<file path="config.mk">
export PLATFORM = sky130hd
export DESIGN_NAME = huffman_decoder
export DESIGN_NICKNAME = d
export VERILOG_FILES = /design/src/rtl/huffman_decoder.sv
export SDC_FILE = /design/constraint.sdc
export NUM_CORES = 1
export LEC_CHECK = 0
export CAP_MARGIN = 10
export CORE_MARGIN = 3
export CORE_UTILIZATION = 40
export DETAILED_ROUTE_END_ITERATION = 7
export PLACE_DENSITY = 0.6
export SETUP_SLACK_MARGIN = 0.5
export SLEW_MARGIN = 30
export SYNTH_ARGS = -nofsm -noshare
export SYNTH_HDL_FRONTEND = slang
export SYNTH_SLANG_ARGS = --single-unit
export TNS_END_PERCENT = 100
</file>
<file path="constraint.sdc">
create_clock -name clk -period 5.37 [get_ports clk]
set_input_delay 1.074 -clock clk [delete_from_list [all_inputs] [get_ports clk]]
set_output_delay 1.074 -clock clk [all_outputs]
set_load 0.02 [all_outputs]
</file>
<file path="src/rtl/huffman_decoder.sv">
// huffman_decoder: latches a six-entry Huffman code table, then decodes a
// serial MSB-first bitstream into gray-level symbols 1..6, flags codewords
// that reach 8 bits without a match, and counts decoded symbols.
module huffman_decoder (
  input  logic       clk,
  input  logic       reset,
  input  logic       tbl_valid,
  input  logic [7:0] HC1,
  input  logic [7:0] HC2,
  input  logic [7:0] HC3,
  input  logic [7:0] HC4,
  input  logic [7:0] HC5,
  input  logic [7:0] HC6,
  input  logic [7:0] M1,
  input  logic [7:0] M2,
  input  logic [7:0] M3,
  input  logic [7:0] M4,
  input  logic [7:0] M5,
  input  logic [7:0] M6,
  input  logic       bit_valid,
  input  logic       bit_in,
  output logic       bit_ready,
  output logic       sym_valid,
  output logic [2:0] sym,
  output logic       err,
  output logic [7:0] sym_count
);

  typedef enum logic {
    EMPTY = 1'b0,
    READY = 1'b1
  } state_t;

  state_t     r_state;
  logic [7:0] r_hc [6];
  logic [7:0] r_m  [6];
  logic [7:0] r_sr;
  logic [3:0] r_len;
  logic       r_bit_ready;
  logic       r_sym_valid;
  logic [2:0] r_sym;
  logic       r_err;
  logic [7:0] r_sym_count;

  logic [7:0] w_sr_n;
  logic [3:0] w_len_n;
  logic [7:0] w_need;
  logic       w_hit;
  logic [2:0] w_idx;
  logic       w_accept;

  // Candidate shift/length after accepting bit_in, and table match search.
  // Entries are scanned from 6 down to 1 so the lowest matching index wins.
  always_comb begin
    w_sr_n   = {r_sr[6:0], bit_in};
    w_len_n  = r_len + 4'd1;
    w_need   = 8'((9'd1 << w_len_n) - 9'd1);
    w_accept = bit_valid && (r_state == READY) && !tbl_valid;
    w_hit    = 1'b0;
    w_idx    = '0;
    for (int unsigned k = 0; k < 6; k++) begin
      if ((r_m[5-k] != 8'd0) && (r_m[5-k] == w_need) &&
          ((w_sr_n & r_m[5-k]) == r_hc[5-k])) begin
        w_hit = 1'b1;
        w_idx = 3'(6 - k);
      end
    end
  end

  // Table load, bit accumulation, decode and registered outputs.
  always_ff @(posedge clk or posedge reset) begin
    if (reset) begin
      r_state     <= EMPTY;
      for (int unsigned i = 0; i < 6; i++) begin
        r_hc[i] <= '0;
        r_m[i]  <= '0;
      end
      r_sr        <= '0;
      r_len       <= '0;
      r_bit_ready <= 1'b0;
      r_sym_valid <= 1'b0;
      r_sym       <= '0;
      r_err       <= 1'b0;
      r_sym_count <= '0;
    end else begin
      r_sym_valid <= 1'b0;
      r_err       <= 1'b0;
      if (tbl_valid) begin
        // A load in the same cycle as a bit drops the bit and any partial code.
        r_state     <= READY;
        r_bit_ready <= 1'b1;
        r_hc[0] <= HC1;  r_hc[1] <= HC2;  r_hc[2] <= HC3;
        r_hc[3] <= HC4;  r_hc[4] <= HC5;  r_hc[5] <= HC6;
        r_m[0]  <= M1;   r_m[1]  <= M2;   r_m[2]  <= M3;
        r_m[3]  <= M4;   r_m[4]  <= M5;   r_m[5]  <= M6;
        r_sr        <= '0;
        r_len       <= '0;
        r_sym_count <= '0;
      end else if (w_accept) begin
        if (w_hit) begin
          r_sym       <= w_idx;
          r_sym_valid <= 1'b1;
          r_sr        <= '0;
          r_len       <= '0;
          if (r_sym_count != 8'hFF)
            r_sym_count <= r_sym_count + 8'd1;
        end else if (w_len_n == 4'd8) begin
          r_err <= 1'b1;
          r_sr  <= '0;
          r_len <= '0;
        end else begin
          r_sr  <= w_sr_n;
          r_len <= w_len_n;
        end
      end
    end
  end

  assign bit_ready = r_bit_ready;
  assign sym_valid = r_sym_valid;
  assign sym       = r_sym;
  assign err       = r_err;
  assign sym_count = r_sym_count;

endmodule
</file>
==> results.txt <==
Layout Area Growth over Synthesis -> 26.1%
Gp weighted congestion -> 0.994
Pwr per Cell Area -> 293 nW/um2
Placed Area -> 9480 um2
Detailed Route Iter0 Violations -> 757
Pre-antenna DRT Iters -> 6
Data arrival, critical path -> 4880 ps
H-tree depth -> 4
Final HPWL DP -> 19.0 mm
CTS Buffer Depth -> 2
Yosys warnings -> 0
Number of distinct library cells after synthesis -> 89
Post-synth EDFFs -> 0
Final setup violation count -> 0
Largest stage delay on the critical path -> 500 ps
Fin nets -> 1044
Worst Path Required -> 5670 ps
Die Y-Extent -> 148 um
Outcome -> completed
Worst flop-to-flop path endpoint -> sym_count[4]
Final ANT Viol Nets -> 0
Post-DR wirelength/cell -> 21.0 um
Final TNS setup -> 0 ps
Clock tree sinks -> 121
Yosys top cell by area -> dfrtp_1
First-pass GRT wire length -> 39.8 mm
WL met3 -> 2.23 mm
Worst Setup EP -> sym_count[4]
PortBufs -> 114
Period utilization -> 85.3%
Core Box Area -> 19700 um2
CP Launch Type -> register
Die Width -> 148 um
Clock latency on the worst-skew pair -> 430 ps
Ports -> 115
Hold Crit Depth -> 1
Slew headroom -> 37.2%
Hold Crit Class -> reg -> reg
Synthesized instance count -> 829
Crit path from -> r_len[0]
Fmax -> 218 MHz
Via density -> 5.83
Fin Hold WS -> 525 ps
Number of buffers created by CTS -> 17
# diodes -> 0
Leakage -> 3.91 nW
CP endpoint kind -> register
Max_cap viols -> 0
Max layer used -> met4
Levels on crit path -> 15
Slew @ Worst Pin -> 939 ps
R2r worst-path depth -> 15
Clock skew -> 12.0 ps
CTS root buffer -> clkbuf_16
M1 wire length -> 11.5 mm
Remaining DRCs -> 0
Congestion Overflow GR -> 0
Fin crit period -> 4580 ps
Final Cell Area -> 10200 um2
Worst-path cell chain -> ha_1 -> or3_1 -> o31ai_4 -> nand2_1 -> ha_2 -> buf_4 -> nor2_1 -> a211oi_1 -> o2111ai_1 -> nor4_1 -> nand3_1 -> nor4_1 -> a311oi_4 -> a221oi_2 -> mux2_1
Hold Buf Count CTS -> 0
Post-Syn Area -> 8070 um2
Slew Limit Fails -> 0
Total Routing Usage GR -> 23.5%
Hold_sp -> r_hc[30]
Synth Area per Inst -> 9.74 um2
CP max stage cell -> dfrtp_1
Sequential area share after synthesis -> 37.5%
Area contributors post-synth -> dfrtp_1 (38%), mux2_2 (14%), xor2_1 (4.7%)
Async SR Flop Fraction -> 100%
Max FO, Critical Path -> 10
Yosys reg bits -> 121
Peak VDD IR -> 0.000195 V
Reg2reg start -> r_len[0]
Synthesized Nets -> 937
Initial core utilization -> 41.1%
Critical Path Most Common Cell -> nor4_1
Worst path top cell family by delay -> simple AND/OR/NAND/NOR gates
Die ar. -> 21900 um2
Metal2 WL -> 11.4 mm
Fin. Hold Viols -> 0
Critical path class -> reg -> reg
Share of layout cells above drive strength 1 -> 20.8%
Vias -> 7072
Routed WL -> 25.5 mm
Unrepaired setup endpoints after global routing -> false
Buf/Inv on CP -> 1
Row Count -> 51
Share of Yosys cell area claimed by the top area cell type -> 37.5%
CTS tree -> done
CTS clk-pin slew, worst paths -> 60 ps
R2R Setup Slk -> 790 ps
Filler cells -> 1867
Vias in the first global route -> 6817
Largest net degree at the start of global routing -> 68
Initial antenna violation count -> 0
Core Util, Final -> 51.8%
Prevailing post-synth register cell -> dfrtp_1
==> stage by stage <==
step,power [mW],std cells,setup WS [ps]
floorplan,1.49,829,1080
global placement,1.73,1180,753
detailed placement,1.73,1180,735
CTS,2.98,1212,723
global route,3.11,1214,551
finish,2.98,1214,788
==> where the power goes <==
| part | internal, mW | switching [mW] | total [mW] |
|---|---|---|---|
| Clock | 0.751 | 0.500 | 1.25 |
| Sequential | 0.986 | 0.107 | 1.09 |
| Combinational | 0.306 | 0.334 | 0.640 |
| Total | 2.04 | 0.940 | 2.98 |
==> timing repair <==
item | in CTS | in global routing
endpoints found under the setup margin | 0 | 17
setup buffers | 0 | 2
resized for setup | 0 | 7
==> cell type report <==
class                   instances  area (um2)  share of cell area, %
clock inverters                15         203                   1.99
flip-flops and latches        121        3030                   29.8
multi-input cells             638        4790                   47.0
clock buffers                  17         425                   4.18
inverters                      22        85.1                  0.836
repair buffers                136        1320                   12.9
well taps                     265         332                   3.26
==> worst register-to-register path: cells and delay by family (launching register included) <==
| family | cells | cell delay, ps |
|---|---|---|
| simple gates | 6 | 1540 |
| buf+inv | 1 | 220 |
| flops | 1 | 500 |
| compound gates | 5 | 1120 |
| mux | 1 | 340 |
| fa+ha+maj | 2 | 760 |
==> how the worst min path moves through the flow <==
stage | to
after global placement | r_hc[30]
after CTS | r_hc[30]
after detailed placement | r_hc[30]
after global routing | r_hc[6]
after floorplan | r_hc[8]
final | r_hc[30]
==> per-layer routing <==
layer	vias up	GRT usage (%)
li1	3271	-
met4	0	5.96
met3	39	5.67
met5	-	0
met2	310	35.1
met1	3452	34.5
==> state kept, by name, indices dropped and copies added (netlist names) <==
signal	count
sym_valid	1
r_m	48
sym	3
r_len	4
r_sr	7
bit_ready	1
err	1
sym_count	8
r_hc	48
==> cells by family (layout without fill, tap and decap cells) <==
group / after synthesis / in the layout / share of synthesized area [%]
flip-flops: 121 / 121 / 37.5
adder cells (fa/ha/maj): 7 / 7 / 1.09
multiplexers: 109 / 109 / 15.2
AO/OA/AOI/OAI: 154 / 154 / 14.7
AND/OR/NAND/NOR: 304 / 304 / 20.5
XOR/XNOR: 64 / 64 / 7.04
buffers and inverters: 70 / 190 / 3.84
==> placed cells by master, fill, tap and decap left out, types with 8 or more instances in the layout <==
cell type / Yosys / final
nor2_1: 34 / 34
dfrtp_1: 121 / 121
mux2_2: 99 / 99
nand2b_1: 14 / 14
o21ai_0: 29 / 29
or3_1: 8 / 8
xnor2_1: 20 / 19
buf_4: 1 / 22
nand3_1: 37 / 37
clkdlybuf4s50_1: 0 / 113
clkbuf_16: 0 / 17
xor2_1: 43 / 43
inv_1: 21 / 20
nand4_1: 26 / 26
o2111ai_1: 8 / 8
nor2b_1: 11 / 11
nor3_1: 11 / 11
nor4_1: 23 / 23
nand2_1: 79 / 79
and3_1: 13 / 13
a21oi_1: 23 / 23
a21o_1: 10 / 10
==> synth_stat cells, types with 13 or more instances <==
| library cell | number |
|---|---|
| a21oi_1 | 23 |
| nor4_1 | 23 |
| xor2_1 | 43 |
| nand3_1 | 37 |
| o21ai_0 | 29 |
| inv_1 | 21 |
| nand4_1 | 26 |
| clkbuf_1 | 31 |
| xnor2_1 | 20 |
| nor2_1 | 34 |
| mux2_2 | 99 |
| and3_1 | 13 |
| nand2_1 | 79 |
| nand2b_1 | 14 |
| dfrtp_1 | 121 |
No activity file was read; power rests on OpenSTA's default activity.
